[src/rtl/asi_pkg.sv]
// Shared AXI width constants and burst encodings for the asi read path.
package asi_pkg;
  localparam int AXI_IW     = 4;
  localparam int AXI_AW     = 32;
  localparam int AXI_LW     = 8;
  localparam int AXI_SW     = 3;
  localparam int AXI_BURSTW = 2;
  localparam int AXI_DW     = 32;
  localparam int AXI_RRESPW = 2;

  localparam logic [AXI_BURSTW-1:0] BURST_FIXED = 2'b00;
  localparam logic [AXI_BURSTW-1:0] BURST_INCR  = 2'b01;
  localparam logic [AXI_BURSTW-1:0] BURST_WRAP  = 2'b10;
endpackage

[src/rtl/asi_rd_burst_if.sv]
// AXI4 read address and read data channels as one bundle.
interface asi_rd_burst_if;
  import asi_pkg::*;
  logic [AXI_IW-1:0]     ARID;
  logic [AXI_AW-1:0]     ARADDR;
  logic [AXI_LW-1:0]     ARLEN;
  logic [AXI_SW-1:0]     ARSIZE;
  logic [AXI_BURSTW-1:0] ARBURST;
  logic                  ARVALID;
  logic                  ARREADY;
  logic [AXI_IW-1:0]     RID;
  logic [AXI_DW-1:0]     RDATA;
  logic [AXI_RRESPW-1:0] RRESP;
  logic                  RLAST;
  logic                  RVALID;
  logic                  RREADY;

  modport slave (
    input  ARID, ARADDR, ARLEN, ARSIZE, ARBURST, ARVALID, RREADY,
    output ARREADY, RID, RDATA, RRESP, RLAST, RVALID
  );
  modport master (
    output ARID, ARADDR, ARLEN, ARSIZE, ARBURST, ARVALID, RREADY,
    input  ARREADY, RID, RDATA, RRESP, RLAST, RVALID
  );
endinterface

[src/rtl/asi_rd_burst.sv]
// AXI4 read slave: AR queue, FIXED/INCR/WRAP burst engine, latency-matched tag pipe
// and credit-limited RDATA buffer in front of a synchronous RAM.
module asi_rd_burst
  import asi_pkg::*;
#(
  parameter int SLV_OD = 4,
  parameter int SLV_RD = 8,
  parameter int SLV_WS = 2
) (
  input  logic              ACLK,
  input  logic              ARESETn,
  asi_rd_burst_if.slave     axi,
  output logic              m_re,
  output logic [AXI_AW-1:0] m_raddr,
  input  logic [AXI_DW-1:0] m_rdata
);
  localparam int QPW = (SLV_OD > 1) ? $clog2(SLV_OD) : 1;
  localparam int QCW = $clog2(SLV_OD + 1);
  localparam int RPW = $clog2(SLV_RD);
  localparam int RCW = $clog2(SLV_RD + 1);
  localparam int FCW = $clog2(SLV_WS + 2);
  localparam logic [AXI_SW-1:0] MAX_SIZE = AXI_SW'($clog2(AXI_DW / 8));
  localparam logic [AXI_AW-1:0] ONE = 1;

  typedef struct packed {
    logic [AXI_IW-1:0]     id;
    logic [AXI_AW-1:0]     addr;
    logic [AXI_LW-1:0]     len;
    logic [AXI_SW-1:0]     size;
    logic [AXI_BURSTW-1:0] burst;
    logic                  err;
  } ar_t;
  typedef struct packed {
    logic [AXI_IW-1:0] id;
    logic              last;
    logic              err;
  } tag_t;
  typedef struct packed {
    logic [AXI_IW-1:0]     id;
    logic [AXI_DW-1:0]     data;
    logic [AXI_RRESPW-1:0] resp;
    logic                  last;
  } rb_t;
  typedef enum logic {IDLE, ISSUE} state_t;

  state_t         state;
  ar_t            arq [SLV_OD];
  ar_t            ar_in, ar_head;
  logic [QPW-1:0] q_wr, q_rd;
  logic [QCW-1:0] q_cnt, q_cnt_nxt;
  logic           arready_q, push, pop, len_ok;

  always_comb begin
    len_ok = (axi.ARLEN == AXI_LW'(1)) || (axi.ARLEN == AXI_LW'(3)) ||
             (axi.ARLEN == AXI_LW'(7)) || (axi.ARLEN == AXI_LW'(15));
    ar_in = '{id: axi.ARID, addr: axi.ARADDR, len: axi.ARLEN, size: axi.ARSIZE,
              burst: axi.ARBURST,
              err: (axi.ARBURST == 2'b11) || (axi.ARSIZE > MAX_SIZE) ||
                   ((axi.ARBURST == BURST_WRAP) && !len_ok)};
  end

  function automatic logic [QPW-1:0] q_inc(input logic [QPW-1:0] p);
    return (p == QPW'(SLV_OD - 1)) ? '0 : p + QPW'(1);
  endfunction

  assign push        = axi.ARVALID && arready_q;
  assign pop         = (state == IDLE) && (q_cnt != '0);
  assign q_cnt_nxt   = q_cnt + QCW'(push) - QCW'(pop);
  assign ar_head     = arq[q_rd];
  assign axi.ARREADY = arready_q;

  // ARREADY comes from the registered count, so a pop only frees a slot a cycle later
  always_ff @(posedge ACLK or negedge ARESETn)
    if (!ARESETn) begin
      q_wr <= '0; q_rd <= '0; q_cnt <= '0; arready_q <= 1'b0;
    end else begin
      if (push) q_wr <= q_inc(q_wr);
      if (pop)  q_rd <= q_inc(q_rd);
      q_cnt     <= q_cnt_nxt;
      arready_q <= (q_cnt_nxt < QCW'(SLV_OD));
    end

  always_ff @(posedge ACLK)
    if (push) arq[q_wr] <= ar_in;

  logic [AXI_IW-1:0]     e_id;
  logic [AXI_AW-1:0]     cur, nxt, bytes, total, lo, head_bytes;
  logic [AXI_LW-1:0]     e_len, beat;
  logic [AXI_SW-1:0]     e_size;
  logic [AXI_BURSTW-1:0] e_burst;
  logic                  e_err, credit_ok, issue, arr_vld;
  logic [FCW-1:0]        inflight;
  logic [RCW-1:0]        rb_cnt;
  tag_t                  iss_tag, arr_tag;

  assign credit_ok = (int'(rb_cnt) + int'(inflight)) < SLV_RD;
  assign issue     = (state == ISSUE) && credit_ok;
  assign m_re      = issue && !e_err;
  assign m_raddr   = m_re ? cur : '0;
  assign iss_tag   = '{id: e_id, last: (beat == e_len), err: e_err};

  always_comb begin
    bytes      = ONE << e_size;
    total      = bytes * (AXI_AW'(e_len) + ONE);
    lo         = cur & ~(total - ONE);
    head_bytes = ONE << ar_head.size;
    case (e_burst)
      BURST_INCR: nxt = (cur & ~(bytes - ONE)) + bytes;
      BURST_WRAP: nxt = lo | ((cur + bytes) & (total - ONE));
      default:    nxt = cur;
    endcase
  end

  always_ff @(posedge ACLK or negedge ARESETn)
    if (!ARESETn) begin
      state <= IDLE; e_id <= '0; cur <= '0; e_len <= '0; beat <= '0;
      e_size <= '0; e_burst <= '0; e_err <= 1'b0;
    end else begin
      case (state)
        IDLE: if (pop) begin
          e_id    <= ar_head.id;
          cur     <= (ar_head.burst == BURST_WRAP) ? (ar_head.addr & ~(head_bytes - ONE))
                                                   : ar_head.addr;
          e_len   <= ar_head.len;
          e_size  <= ar_head.size;
          e_burst <= ar_head.burst;
          e_err   <= ar_head.err;
          beat    <= '0;
          state   <= ISSUE;
        end
        ISSUE: if (issue) begin
          cur  <= nxt;
          beat <= beat + AXI_LW'(1);
          if (beat == e_len) state <= IDLE;
        end
        default: state <= IDLE;
      endcase
    end

  // Tags ride alongside the RAM access so each beat meets its data on arrival
  generate
    if (SLV_WS == 0) begin : g_ws0
      assign arr_vld  = issue;
      assign arr_tag  = iss_tag;
      assign inflight = '0;
    end else begin : g_ws
      logic [SLV_WS-1:0] vld_pipe;
      tag_t              tag_pipe [SLV_WS];
      always_ff @(posedge ACLK or negedge ARESETn)
        if (!ARESETn) begin
          vld_pipe <= '0;
          for (int i = 0; i < SLV_WS; i++) tag_pipe[i] <= '0;
        end else begin
          vld_pipe[0] <= issue;
          tag_pipe[0] <= iss_tag;
          for (int i = 1; i < SLV_WS; i++) begin
            vld_pipe[i] <= vld_pipe[i-1];
            tag_pipe[i] <= tag_pipe[i-1];
          end
        end
      always_comb begin
        inflight = '0;
        for (int i = 0; i < SLV_WS; i++) inflight = inflight + FCW'(vld_pipe[i]);
      end
      assign arr_vld = vld_pipe[SLV_WS-1];
      assign arr_tag = tag_pipe[SLV_WS-1];
    end
  endgenerate

  rb_t            rbuf [SLV_RD];
  rb_t            rb_head;
  logic [RPW-1:0] rb_wr, rb_rd;
  logic           rvalid, rpop;

  function automatic logic [RPW-1:0] rb_inc(input logic [RPW-1:0] p);
    return (p == RPW'(SLV_RD - 1)) ? '0 : p + RPW'(1);
  endfunction

  assign rvalid = (rb_cnt != '0);
  assign rpop   = rvalid && axi.RREADY;

  always_ff @(posedge ACLK or negedge ARESETn)
    if (!ARESETn) begin
      rb_wr <= '0; rb_rd <= '0; rb_cnt <= '0;
    end else begin
      if (arr_vld) rb_wr <= rb_inc(rb_wr);
      if (rpop)    rb_rd <= rb_inc(rb_rd);
      rb_cnt <= rb_cnt + RCW'(arr_vld) - RCW'(rpop);
    end

  always_ff @(posedge ACLK)
    if (arr_vld)
      rbuf[rb_wr] <= '{id: arr_tag.id, data: arr_tag.err ? '0 : m_rdata,
                       resp: arr_tag.err ? AXI_RRESPW'(2) : AXI_RRESPW'(0),
                       last: arr_tag.last};

  assign rb_head    = rbuf[rb_rd];
  assign axi.RVALID = rvalid;
  assign axi.RID    = rvalid ? rb_head.id   : '0;
  assign axi.RDATA  = rvalid ? rb_head.data : '0;
  assign axi.RRESP  = rvalid ? rb_head.resp : '0;
  assign axi.RLAST  = rvalid && rb_head.last;
endmodule

[src/flat_wrapper.sv]
// flat-port wrapper written by rule: the top's interface ports become plain ports
module asi_rd_burst_flat import asi_pkg::*;
#(
  parameter int SLV_OD = 4,
  parameter int SLV_RD = 8,
  parameter int SLV_WS = 2
)
  (ACLK, ARESETn, m_re, m_raddr, m_rdata, axi_ARID, axi_ARADDR, axi_ARLEN, axi_ARSIZE, axi_ARBURST, axi_ARVALID, axi_RREADY, axi_ARREADY, axi_RID, axi_RDATA, axi_RRESP, axi_RLAST, axi_RVALID);
  asi_rd_burst_if axi_i ();
  input  logic ACLK;
  input  logic ARESETn;
  output logic m_re;
  output logic [AXI_AW-1:0] m_raddr;
  input  logic [AXI_DW-1:0] m_rdata;
  input wire logic [$bits(axi_i.ARID)-1:0] axi_ARID;
  input wire logic [$bits(axi_i.ARADDR)-1:0] axi_ARADDR;
  input wire logic [$bits(axi_i.ARLEN)-1:0] axi_ARLEN;
  input wire logic [$bits(axi_i.ARSIZE)-1:0] axi_ARSIZE;
  input wire logic [$bits(axi_i.ARBURST)-1:0] axi_ARBURST;
  input wire logic [$bits(axi_i.ARVALID)-1:0] axi_ARVALID;
  input wire logic [$bits(axi_i.RREADY)-1:0] axi_RREADY;
  output wire logic [$bits(axi_i.ARREADY)-1:0] axi_ARREADY;
  output wire logic [$bits(axi_i.RID)-1:0] axi_RID;
  output wire logic [$bits(axi_i.RDATA)-1:0] axi_RDATA;
  output wire logic [$bits(axi_i.RRESP)-1:0] axi_RRESP;
  output wire logic [$bits(axi_i.RLAST)-1:0] axi_RLAST;
  output wire logic [$bits(axi_i.RVALID)-1:0] axi_RVALID;
  assign axi_i.ARID = axi_ARID;
  assign axi_i.ARADDR = axi_ARADDR;
  assign axi_i.ARLEN = axi_ARLEN;
  assign axi_i.ARSIZE = axi_ARSIZE;
  assign axi_i.ARBURST = axi_ARBURST;
  assign axi_i.ARVALID = axi_ARVALID;
  assign axi_i.RREADY = axi_RREADY;
  assign axi_ARREADY = axi_i.ARREADY;
  assign axi_RID = axi_i.RID;
  assign axi_RDATA = axi_i.RDATA;
  assign axi_RRESP = axi_i.RRESP;
  assign axi_RLAST = axi_i.RLAST;
  assign axi_RVALID = axi_i.RVALID;
  asi_rd_burst #(.SLV_OD(SLV_OD), .SLV_RD(SLV_RD), .SLV_WS(SLV_WS)) u_core (.ACLK(ACLK), .ARESETn(ARESETn), .axi(axi_i), .m_re(m_re), .m_raddr(m_raddr), .m_rdata(m_rdata));
endmodule
[config.mk]
export PLATFORM = sky130hd
export DESIGN_NAME = asi_rd_burst_flat
export DESIGN_NICKNAME = d
export VERILOG_FILES = /design/src/rtl/asi_pkg.sv /design/src/rtl/asi_rd_burst_if.sv /design/src/rtl/asi_rd_burst.sv /design/src/flat_wrapper.sv
export SDC_FILE = /design/constraint.sdc
export NUM_CORES = 1
export LEC_CHECK = 0
export CAP_MARGIN = 40
export CORE_MARGIN = 2
export CORE_UTILIZATION = 60
export DETAILED_ROUTE_END_ITERATION = 10
export GPL_ROUTABILITY_DRIVEN = 0
export HOLD_SLACK_MARGIN = 0.15
export PLACE_DENSITY_LB_ADDON = 0.25
export SKIP_CTS_REPAIR_TIMING = 1
export SYNTH_ARGS = -nofsm -noshare
export SYNTH_HDL_FRONTEND = slang
export SYNTH_SLANG_ARGS = --single-unit
[constraint.sdc]
create_clock -name ACLK -period 8.9 [get_ports ACLK]
set_input_delay 1.78 -clock ACLK [delete_from_list [all_inputs] [get_ports ACLK]]
set_output_delay 1.78 -clock ACLK [all_outputs]
set_load 0.1 [all_outputs]
Word level (Yosys, flattened, before mapping)
Memory sizes are Yosys's and may differ from the RTL's. Index checks and enable logic that the tools add are counted.

Register bits: 91. Memory bits (writable): 512. Input bits: 85. Output and inout port bits: 74. Memories kept: 2.

Add/sub/neg operators: 17. Multipliers: 1. Order comparisons: 3. Eq/ne operators: 17. Shift operators: 2. Muxes and demuxes: 26. Bitwise operators: 9. Reduce and logical (&&, ||, !) cells: 19.

Memory list: u_core.rbuf (depth 8, width 39, rd ports 1, clocked after memory_dff 0, write ports 1, line asi_rd_burst.sv:170) `rb_t rbuf [SLV_RD];`; u_core.arq (depth 4, width 50, rd ports 1, clocked after memory_dff 0, write ports 1, line asi_rd_burst.sv:47) `ar_t arq [SLV_OD];`.

Operators with widths (number): 2-to-1 mux 32 bit (6); bitwise AND 32 bit (4); one-hot mux 32 bit (2 select lines) (2); inverter 32 bit (3); subtractor 32 x 1 -> 32 bit (second input constant) (3); adder 32 bit (2); << shifter 1 x 3 -> 32 bit (first input constant) (2); less-than comparator 32 x 5 -> 1 bit (second input constant) (1); multiplier 32 x 32 -> 32 bit (1); OR 32 bit (1); 2-to-1 mux 8 bit (2); one-hot mux 8 bit (2 select lines) (1); == test 2 bit (second input constant) (6); adder 8 x 1 -> 9 bit (second input constant) (1); adder 8 x 1 -> 8 bit (second input constant) (1); == test 8 x 1 -> 1 bit (second input constant) (1); == test 8 x 2 -> 1 bit (second input constant) (1); == test 8 x 3 -> 1 bit (second input constant) (1); == test 8 x 4 -> 1 bit (second input constant) (1); == test 8 bit (1); 2-to-1 mux 2 bit (4); logical AND 1 bit (7); 2-to-1 mux 1 bit (7); adder 3 x 1 -> 3 bit (second input constant) (2); 24 further kinds (33).

Logic depth before layout (Yosys ltp)
Gate-level depths: netlist (run 1).

Word-level depth: 9. Depth in mapped cells: 25. Depth with buffers taken out: 24.

Least setup slack after synthesis (run 1)
Ideal clock, no wire load.

Kind: register -> register. From: reg u_core.e_size[0]. To: reg (tool-made name). Arrival time: 6048 ps. Required time: 8775 ps. Path slack: 2728 ps. Cell stages (with the launch flop): 24. Buffers on the path: 3. Period minus slack after synthesis: 6172 ps. Path through: dfrtp_1 > buf_2 > buf_2 > clkbuf_1 > or2_2 > inv_1 > nand2_1 > fa_1 > inv_1 > fa_1 > fa_1 > fa_1 > inv_1 > fa_1 > inv_1 > ha_1 > a2111oi_0 > o21ai_0 > and2_1 > a21oi_1 > o21ai_0 > xnor2_1 > o21ai_0 > mux2_2.

RTL lines: start, declared (line asi_rd_burst.sv:89) `logic [AXI_SW-1:0] e_size;`; start signal, assigned (line asi_rd_burst.sv:125) `e_size <= ar_head.size;`.

==> qor.yml, run 1 <==
global_routing:
  grt_pass1_wl_um: 110000
  antenna_found_initial: 0
  grt_max_degree: 54
  grt_pass1_vias: 19500
  overflow: 0
  grt_use_total: 0.283
timing:
  hold_viol: 0
  clock.fmax_mhz: 139
  tns_ns: 0
  setup_viol_count_final: 0
  maxSlewHeadroom: 0.398
  worst_clock_skew_ns: 0.0380
  tightest_slew_ns: 0.899
  maxSlewViolCount: 0
  period_share: 0.809
  fin_ws_ns: 1.70
  rsz0062_at_grt: "no"
  period_minus_slack_ns: 7.20
finish:
  nFillCells: 3011
  area_growth_pct: 18.3
  instances_no_fill: 3004
  final_cell_area_um2: 34700
  nNetsFinal: 2568
  diodes: 0
  drive_gt1_frac: 0.158
synth:
  synth_compound_area_frac: 0.0672
  synth_cell_types: 91
  yosys.area_share.simple: 0.0968
  avgSynthCellArea_um2: 13.9
  yosysSeqAreaShare: 0.594
  synthAdderAreaFrac: 0.0757
  async_reset_ff_frac: 0.153
  synth_top_family_by_area: "multiplexers"
  synthMuxAreaShare: 0.115
  synth_xor_area_frac: 0.0200
  ys_seq_elements: 595
  netlist_instances: 2109
  synth_edf_count: 504
  ys_warn_count: 0
  syn-cell-area_um2: 29300
  synth_ff_type: "edfxtp_1"
  synthesis.nets: 2342
route:
  drt_wl_total_um: 69900
  avgViaCountPerCell: 6.28
  drt-pass1-iter-count: 6
  drt_iter0_drc: 1955
  remaining_drc_errors: 0
  routedWlPerCell_um: 23.3
  drtAntennaViolNets: 0
  vias: 18900
worst_hold_path:
  hp-class: "register to register"
  hp-start: "u_core.g_ws.tag_pipe[6]"
  min_to: "u_core.arr_tag[0]"
  hold_depth: 0
floorplanning:
  initial_core_util: 0.604
  fp.coreArea_um2: 48500
  die-area_um2: 50700
  fp.dieH_um: 225
  io_pins: 159
  rows: 81
  dieWidth_um: 225
clock_network:
  htreeDepth: 2
  clock-sinks: 595
  clockBufferDepth: 3
  cts_tree: "built"
  numCtsBuffers: 58
  clkLatencyLatePin_ns: 0.64
  cts_root_buf: "clkbuf_16"
  worst_setup_hold_path_clk_slew_ns: 0.06
critical_path:
  cp-start-kind: "register"
  path_class: "register to register"
  arrival_ns: 7.75
  regToRegStartpoint: "u_core.e_size[1]"
  critPathCaptureType: "register"
  rrSetupSlack_ns: 1.70
  rr_worst_depth: 24
  worstPathMaxFanout: 22
  required_ns: 9.45
status:
  status: "complete, no violations"
run:
  cap_violations: 0
placement:
  place_inst: 2896
  placed_cell_area_um2: 32800
  place_hpwl_um: 45900
  place_ws_ns: 1.94
  numPortBuffers: 157
[how the worst max path moves through the flow]
stage | slack [ns] | start | endpoint
final | 1.70 | u_core.e_size[1] | register
after CTS | 1.89 | u_core.e_size[1] | register
after detailed placement | 1.94 | u_core.e_size[1] | register
after floorplan | 2.73 | u_core.e_size[0] | register
after global placement | 2.20 | u_core.e_size[1] | register
after global routing | 1.41 | u_core.e_size[1] | register
[cell families after synthesis]
group,after synthesis
other cells,1
mux,178
simple gates,581
buf+inv,234
compound gates,305
flops,595
fa+ha+maj,148
xor+xnor,67
[cell usage after synthesis, drive strengths merged (3+ instances only)]
cell type  instances  area, um2
inv              130        490
o31ai             10       75.1
xnor2             48        420
edfxtp           504      15100
or3               10       62.6
mux2i             45        450
o32a               3       30.0
nand3             32        165
ha                99       1240
a21o              15        113
mux4             126       2840
nor2             143        539
o311ai             4       35.0
o21bai             5       37.5
and3              22        138
fa                49        981
a31oi             17        106
nor4               8       50.1
nand2            180        676
and2              35        219
o32ai              4       35.0
clkinv             3       11.3
o21a              11       82.6
dfrtp             91       2280
a211oi            13        103
nand2b            22        138
a2111oi            5       50.0
or2               10       62.6
and3b              3       26.3
xor2              19        166
mux2               7       78.8
o21ai            100        500
o221ai             3       32.5
nand4             17        143
a21oi             62        310
or4                3       26.3
o211ai            17        133
clkbuf            68        263
a32o               3       30.0
buf               33        164
nand3b             6       45.0
nor2b             40        250
nor3              41        216
a22o               5       43.8
[critical path, cell delays in order, from the launching register on]
cell and delay [ns]:
dfrtp_1 0.73, inv_1 0.18, nor2_1 0.18, nand2_1 0.13
inv_1 0.27, nand2_1 0.12, fa_1 0.55, inv_1 0.05
fa_1 0.49, inv_1 0.05, fa_1 0.48, inv_1 0.06
fa_1 0.53, inv_1 0.06, fa_1 0.54, inv_1 0.05
ha_1 0.33, nor3_1 0.30, o21ba_2 0.24, a211oi_1 0.07
o31ai_1 0.69, nand3_2 0.33, o32a_1 0.27, o221ai_1 0.21
a32o_1 0.20
[state kept, by name (all words and copies together) (netlist names), 2 cells and up, named ones only]
register / count
u_core.e_size: 3
u_core.q_cnt: 3
u_core.rbuf: 304
u_core.arr_tag: 6
u_core.q_wr: 2
u_core.e_burst: 2
u_core.rb_cnt: 4
u_core.arq: 200
u_core.beat: 8
u_core.g_ws.vld_pipe: 2
u_core.q_rd: 2
u_core.rb_rd: 3
u_core.g_ws.tag_pipe: 6
u_core.e_len: 8
u_core.e_id: 4
u_core.rb_wr: 3
[final cells by class]
class / count / area [um2] / area share
Clock buffer: 80 / 1590 / 0.0459
Clock inverter: 27 / 259 / 0.00746
Inverter: 133 / 502 / 0.0145
Multi-Input combinational cell: 1280 / 11100 / 0.319
Sequential cell: 595 / 17400 / 0.502
Tap cell: 622 / 778 / 0.0224
Timing Repair Buffer: 267 / 3090 / 0.0890
[cells in the final DEF, fill, tap and decap left out, types with 62 or more instances in the layout]
| cell type | netlist | final |
|---|---|---|
| a21oi_1 | 62 | 62 |
| buf_8 | 0 | 66 |
| clkdlybuf4s50_1 | 0 | 156 |
| dfrtp_1 | 91 | 86 |
| edfxtp_1 | 504 | 504 |
| ha_1 | 99 | 99 |
| inv_1 | 128 | 128 |
| mux4_2 | 126 | 126 |
| nand2_1 | 180 | 180 |
| nor2_1 | 142 | 135 |
| o21ai_0 | 97 | 97 |
[layer usage]
metal  vias to the layer above  part of all wire  track usage
met5                         -                 0            0
met4                         0             0.032       0.0963
met3                       200             0.078       0.0400
met2                       909              0.50        0.483
met1                      9440              0.39        0.377
li1                       8326                 -            -
[metrics by stage]
step	hold slack (ns)	utilization
3_5_place_dp	0.342	0.677
5_1_grt	0.354	0.715
3_3_place_gp	0.334	0.650
4_1_cts	0.335	0.715
6_report	0.334	0.715
2_1_floorplan	0.331	-
Power of run 1 is not shown: default switching activity piles up to over one toggle a cycle in this logic, so the estimate is an artifact.
==> run 2, diff against run 1 <==
Clock period 8.9 ns to 6.65 ns, I/O delays scaled along.
==> qor.yml, run 2 (same netlist as run 1, synthesis figures left out) <==
clock_network:
  htreeDepth: 2
  worst_setup_hold_path_clk_slew_ns: 0.06
  numCtsBuffers: 58
  cts_root_buf: "clkbuf_16"
  clkLatencyLatePin_ns: 0.64
  cts_tree: "built"
  clock-sinks: 595
  clockBufferDepth: 3
floorplanning:
  io_pins: 159
  die-area_um2: 50700
  fp.coreArea_um2: 48500
  fp.dieH_um: 225
  rows: 81
  initial_core_util: 0.604
  dieWidth_um: 225
worst_hold_path:
  hp-class: "register to register"
finish:
  nFillCells: 3084
  largest_reg_flops: 304
  nNetsFinal: 2558
  layout_commonest_cell: "edfxtp_1"
  regArea_um2: 17400
  drive_gt1_frac: 0.171
  multi_input_area_um2: 11100
  largest-register: "u_core.rbuf"
  instances_no_fill: 2997
  diodes: 0
  final_cell_mix: "edfxtp_1, nand2_1, nor2_1"
  area_growth_pct: 17.4
  reg_top3: "u_core.rbuf: 304 flops, u_core.arq: 200 flops"
route:
  vias: 18900
  routedWlPerCell_um: 23.2
  remaining_drc_errors: 0
  drtAntennaViolNets: 0
  avgViaCountPerCell: 6.30
  drt-pass1-iter-count: 7
  drt_iter0_drc: 1750
  drt_wl_total_um: 69600
global_routing:
  overflow: 0
  grt_pass1_vias: 19200
  grt_pass1_wl_um: 109000
  antenna_found_initial: 0
  grt_use_total: 0.281
  grt_max_degree: 62
timing:
  fin_ws_ns: 0.252
  tightest_slew_ns: 0.830
  hold_viol: 0
  maxSlewViolCount: 0
  fin_hold_ws_ns: 0.349
  period_share: 0.962
  worst_clock_skew_ns: 0.0310
  period_minus_slack_ns: 6.40
  setup_viol_count_final: 0
  maxSlewHeadroom: 0.445
  clock.fmax_mhz: 156
placement:
  place_inst: 2887
  numPortBuffers: 157
  place_ws_ns: 0.141
  place_hpwl_um: 45200
critical_path:
  path_class: "register to register"
  cp-start-kind: "register"
  critPathCaptureType: "register"
  required_ns: 7.22
  worstPathMaxFanout: 8
  arrival_ns: 6.97
run:
  cap_violations: 0
status:
  status: "complete, no violations"
[run 2: cell count changes in the layout (fill, tap and decap cells not counted), moves of 4 or more]
cell	before	now
bufinv_16	1	5
buf_8	66	45
clkinvlp_4	8	2
buf_16	10	3
buf_4	34	76
clkinv_2	6	13
clkdlybuf4s50_1	156	130
[run 2: final cells by class]
cell class              count  share of cell area
flip-flops and latches    595               0.506
multi-input cells        1280               0.323
repair buffers            257              0.0781
clock buffers              75              0.0452
well taps                 622              0.0226
inverters                 133              0.0146
clock inverters            35              0.0109
[run 2: worst paths after layout]
check / start / slack [ns] / cells after the start / endpoint
max: u_core.e_len[1] / 0.25 / 24 / register
min: u_core.e_id[0] / 0.35 / 0 / u_core.g_ws.tag_pipe[8]
max reg2reg: u_core.e_len[1] / 0.25 / 24 / register
min reg2reg: u_core.e_id[0] / 0.35 / 0 / u_core.g_ws.tag_pipe[8]
max in group asynchronous: ARESETn / 4.71 / 2 / u_core.q_rd[0]
min in group asynchronous: ARESETn / 0.66 / 1 / u_core.arr_tag[4]
[run 2: worst max-delay path, cell delays in order (launching register included)]
cell and delay [ns]:
dfrtp_1 0.43, ha_2 0.26, nand3_2 0.15, nor2_2 0.16, xnor2_1 0.08, buf_4 0.18
nand2b_1 0.17, fa_1 0.46, inv_1 0.10, fa_1 0.41, fa_1 0.49, fa_1 0.55
inv_1 0.06, fa_1 0.52, inv_1 0.05, ha_1 0.39, a2111oi_2 0.42, nor3_1 0.12
nand2_1 0.15, o21ai_0 0.18, buf_4 0.19, a31o_2 0.27, o31ai_1 0.26, a22o_1 0.17
a22o_1 0.12
[run 2: per-stage QoR]
step	util	cell area, um2	TNS (ns)
2_1_floorplan	-	29300	0
3_3_place_gp	0.652	31600	0
3_5_place_dp	0.668	32400	0
4_1_cts	0.708	34400	0
5_1_grt	0.710	34400	-0.00939
6_report	0.710	34400	0
[run 2: per-layer routing]
metal  GRT usage  routed length [um]  vias to the layer above
met5           0                   0                        -
met4      0.0844                1770                        0
met3      0.0451                5280                      164
met2       0.482               35300                      968
met1       0.375               27300                     9445
li1            -                   -                     8292
Power of run 2 is left out for the same reason.
==> run 3, diff against run 2 <==
Settings changed: MAX_ROUTING_LAYER set to met4, PLACE_DENSITY set to 0.86, PLACE_DENSITY_LB_ADDON 0.25 to unset.
==> qor.yml, run 3 (same netlist as run 1, synthesis figures left out) <==
status:
  status: "complete, no violations"
worst_hold_path:
  hp-start: "u_core.g_ws.tag_pipe[9]"
  min_to: "u_core.arr_tag[3]"
  hold_depth: 0
  hp-class: "register to register"
finish:
  drive_gt1_frac: 0.166
  final_cell_mix: "edfxtp_1, nand2_1, nor2_1"
  nNetsFinal: 2548
  largest_reg_flops: 304
  reg_top3: "u_core.rbuf: 304 flops, u_core.arq: 200 flops"
  area_growth_pct: 17.2
  nFillCells: 2811
  final_cell_area_um2: 34400
  instances_no_fill: 2985
  largest-register: "u_core.rbuf"
  layout_commonest_cell: "edfxtp_1"
floorplanning:
  fp.dieH_um: 225
  io_pins: 159
  fp.coreArea_um2: 48500
  dieWidth_um: 225
  die-area_um2: 50700
  initial_core_util: 0.604
  rows: 81
route:
  avgViaCountPerCell: 6.59
  routedWlPerCell_um: 25.4
  remaining_drc_errors: 0
  vias: 19700
  drt_iter0_drc: 2316
  drt_wl_total_um: 75900
  drtAntennaViolNets: 0
  drt-pass1-iter-count: 6
clock_network:
  worst_setup_hold_path_clk_slew_ns: 0.07
  clock-sinks: 595
  numCtsBuffers: 56
  clkLatencyLatePin_ns: 0.64
  htreeDepth: 2
  cts_tree: "built"
  cts_root_buf: "clkbuf_16"
  clockBufferDepth: 3
timing:
  maxSlewHeadroom: 0.442
  maxSlewViolCount: 0
  period_minus_slack_ns: 6.45
  setup_viol_count_final: 0
  clock.fmax_mhz: 155
  worst_clock_skew_ns: 0.0543
  tns_ns: 0
  period_share: 0.970
  tightest_slew_ns: 0.835
  hold_viol: 0
global_routing:
  antenna_found_initial: 2
  grt_pass1_vias: 20000
  grt_pass1_wl_um: 117000
  overflow: 0
  grt_use_total: 0.313
  grt_max_degree: 54
placement:
  numPortBuffers: 157
  placed_cell_area_um2: 32400
  place_inst: 2879
  place_hpwl_um: 47300
critical_path:
  critPathCaptureType: "register"
  rr_worst_depth: 24
  path_class: "register to register"
  worstPathMaxFanout: 8
  required_ns: 7.12
  cp-start-kind: "register"
  rrSetupSlack_ns: 0.20
  regToRegStartpoint: "u_core.e_len[0]"
  arrival_ns: 6.92
run:
  cap_violations: 0
==> run 3: cell count changes in the layout (fill, tap and decap cells not counted), sizes merged <==
| cell | previous run | this run |
|---|---|---|
| clkbuf | 75 | 71 |
| clkinv | 27 | 25 |
| inv | 133 | 132 |
| buf | 127 | 119 |
| diode | 0 | 2 |
| bufinv | 5 | 6 |
==> run 3: stage by stage <==
step	utilization	hold WS, ns	worst slack, ns
floorplan	-	0.331	0.478
global placement	0.651	0.332	0.475
detailed placement	0.667	0.335	0.116
CTS	0.707	0.350	0.126
global route	0.708	0.364	-0.0375
finish	0.708	0.350	0.197
==> run 3: worst max path at each step <==
stage	startpoint	to
2_1_floorplan	u_core.e_size[0]	register
6_report	u_core.e_len[0]	register
3_5_place_dp	u_core.e_len[0]	register
3_3_place_gp	u_core.e_len[0]	register
5_1_grt	u_core.e_len[0]	register
4_1_cts	u_core.e_len[0]	register
==> run 3: cell type report <==
| cell class | instances | area (um2) | area share |
|---|---|---|---|
| Antenna cell | 2 | 5.00 | 0.000146 |
| Inverter | 133 | 502 | 0.0146 |
| Clock inverter | 33 | 390 | 0.0114 |
| Multi-Input combinational cell | 1280 | 11100 | 0.323 |
| Sequential cell | 595 | 17400 | 0.507 |
| Tap cell | 622 | 778 | 0.0226 |
| Clock buffer | 71 | 1530 | 0.0445 |
| Timing Repair Buffer | 249 | 2640 | 0.0767 |
==> run 3: critical path, stage by stage (launching register included) <==
cell       delay, ns
dfrtp_1         0.45
ha_2            0.27
nand3_1         0.19
nor2_1          0.18
xnor2_1         0.08
buf_4           0.17
nand2b_1        0.17
fa_1            0.42
inv_1           0.09
fa_1            0.40
fa_1            0.49
fa_1            0.55
inv_1           0.06
fa_1            0.55
inv_1           0.06
ha_2            0.32
a2111oi_0       0.47
nor3_1          0.13
and2_1          0.20
a21oi_1         0.22
buf_4           0.17
o211ai_1        0.08
a211oi_1        0.38
nor2_1          0.10
a2bb2oi_1       0.14
==> run 3: routing by layer <==
layer  vias up  share of wire  GRT usage
met5         -              0          -
met1      9757           0.36      0.399
met4         0          0.043      0.115
li1       8276              -          -
met3       267          0.093     0.0531
met2      1372           0.50      0.511
Power of run 3 is left out for the same reason.
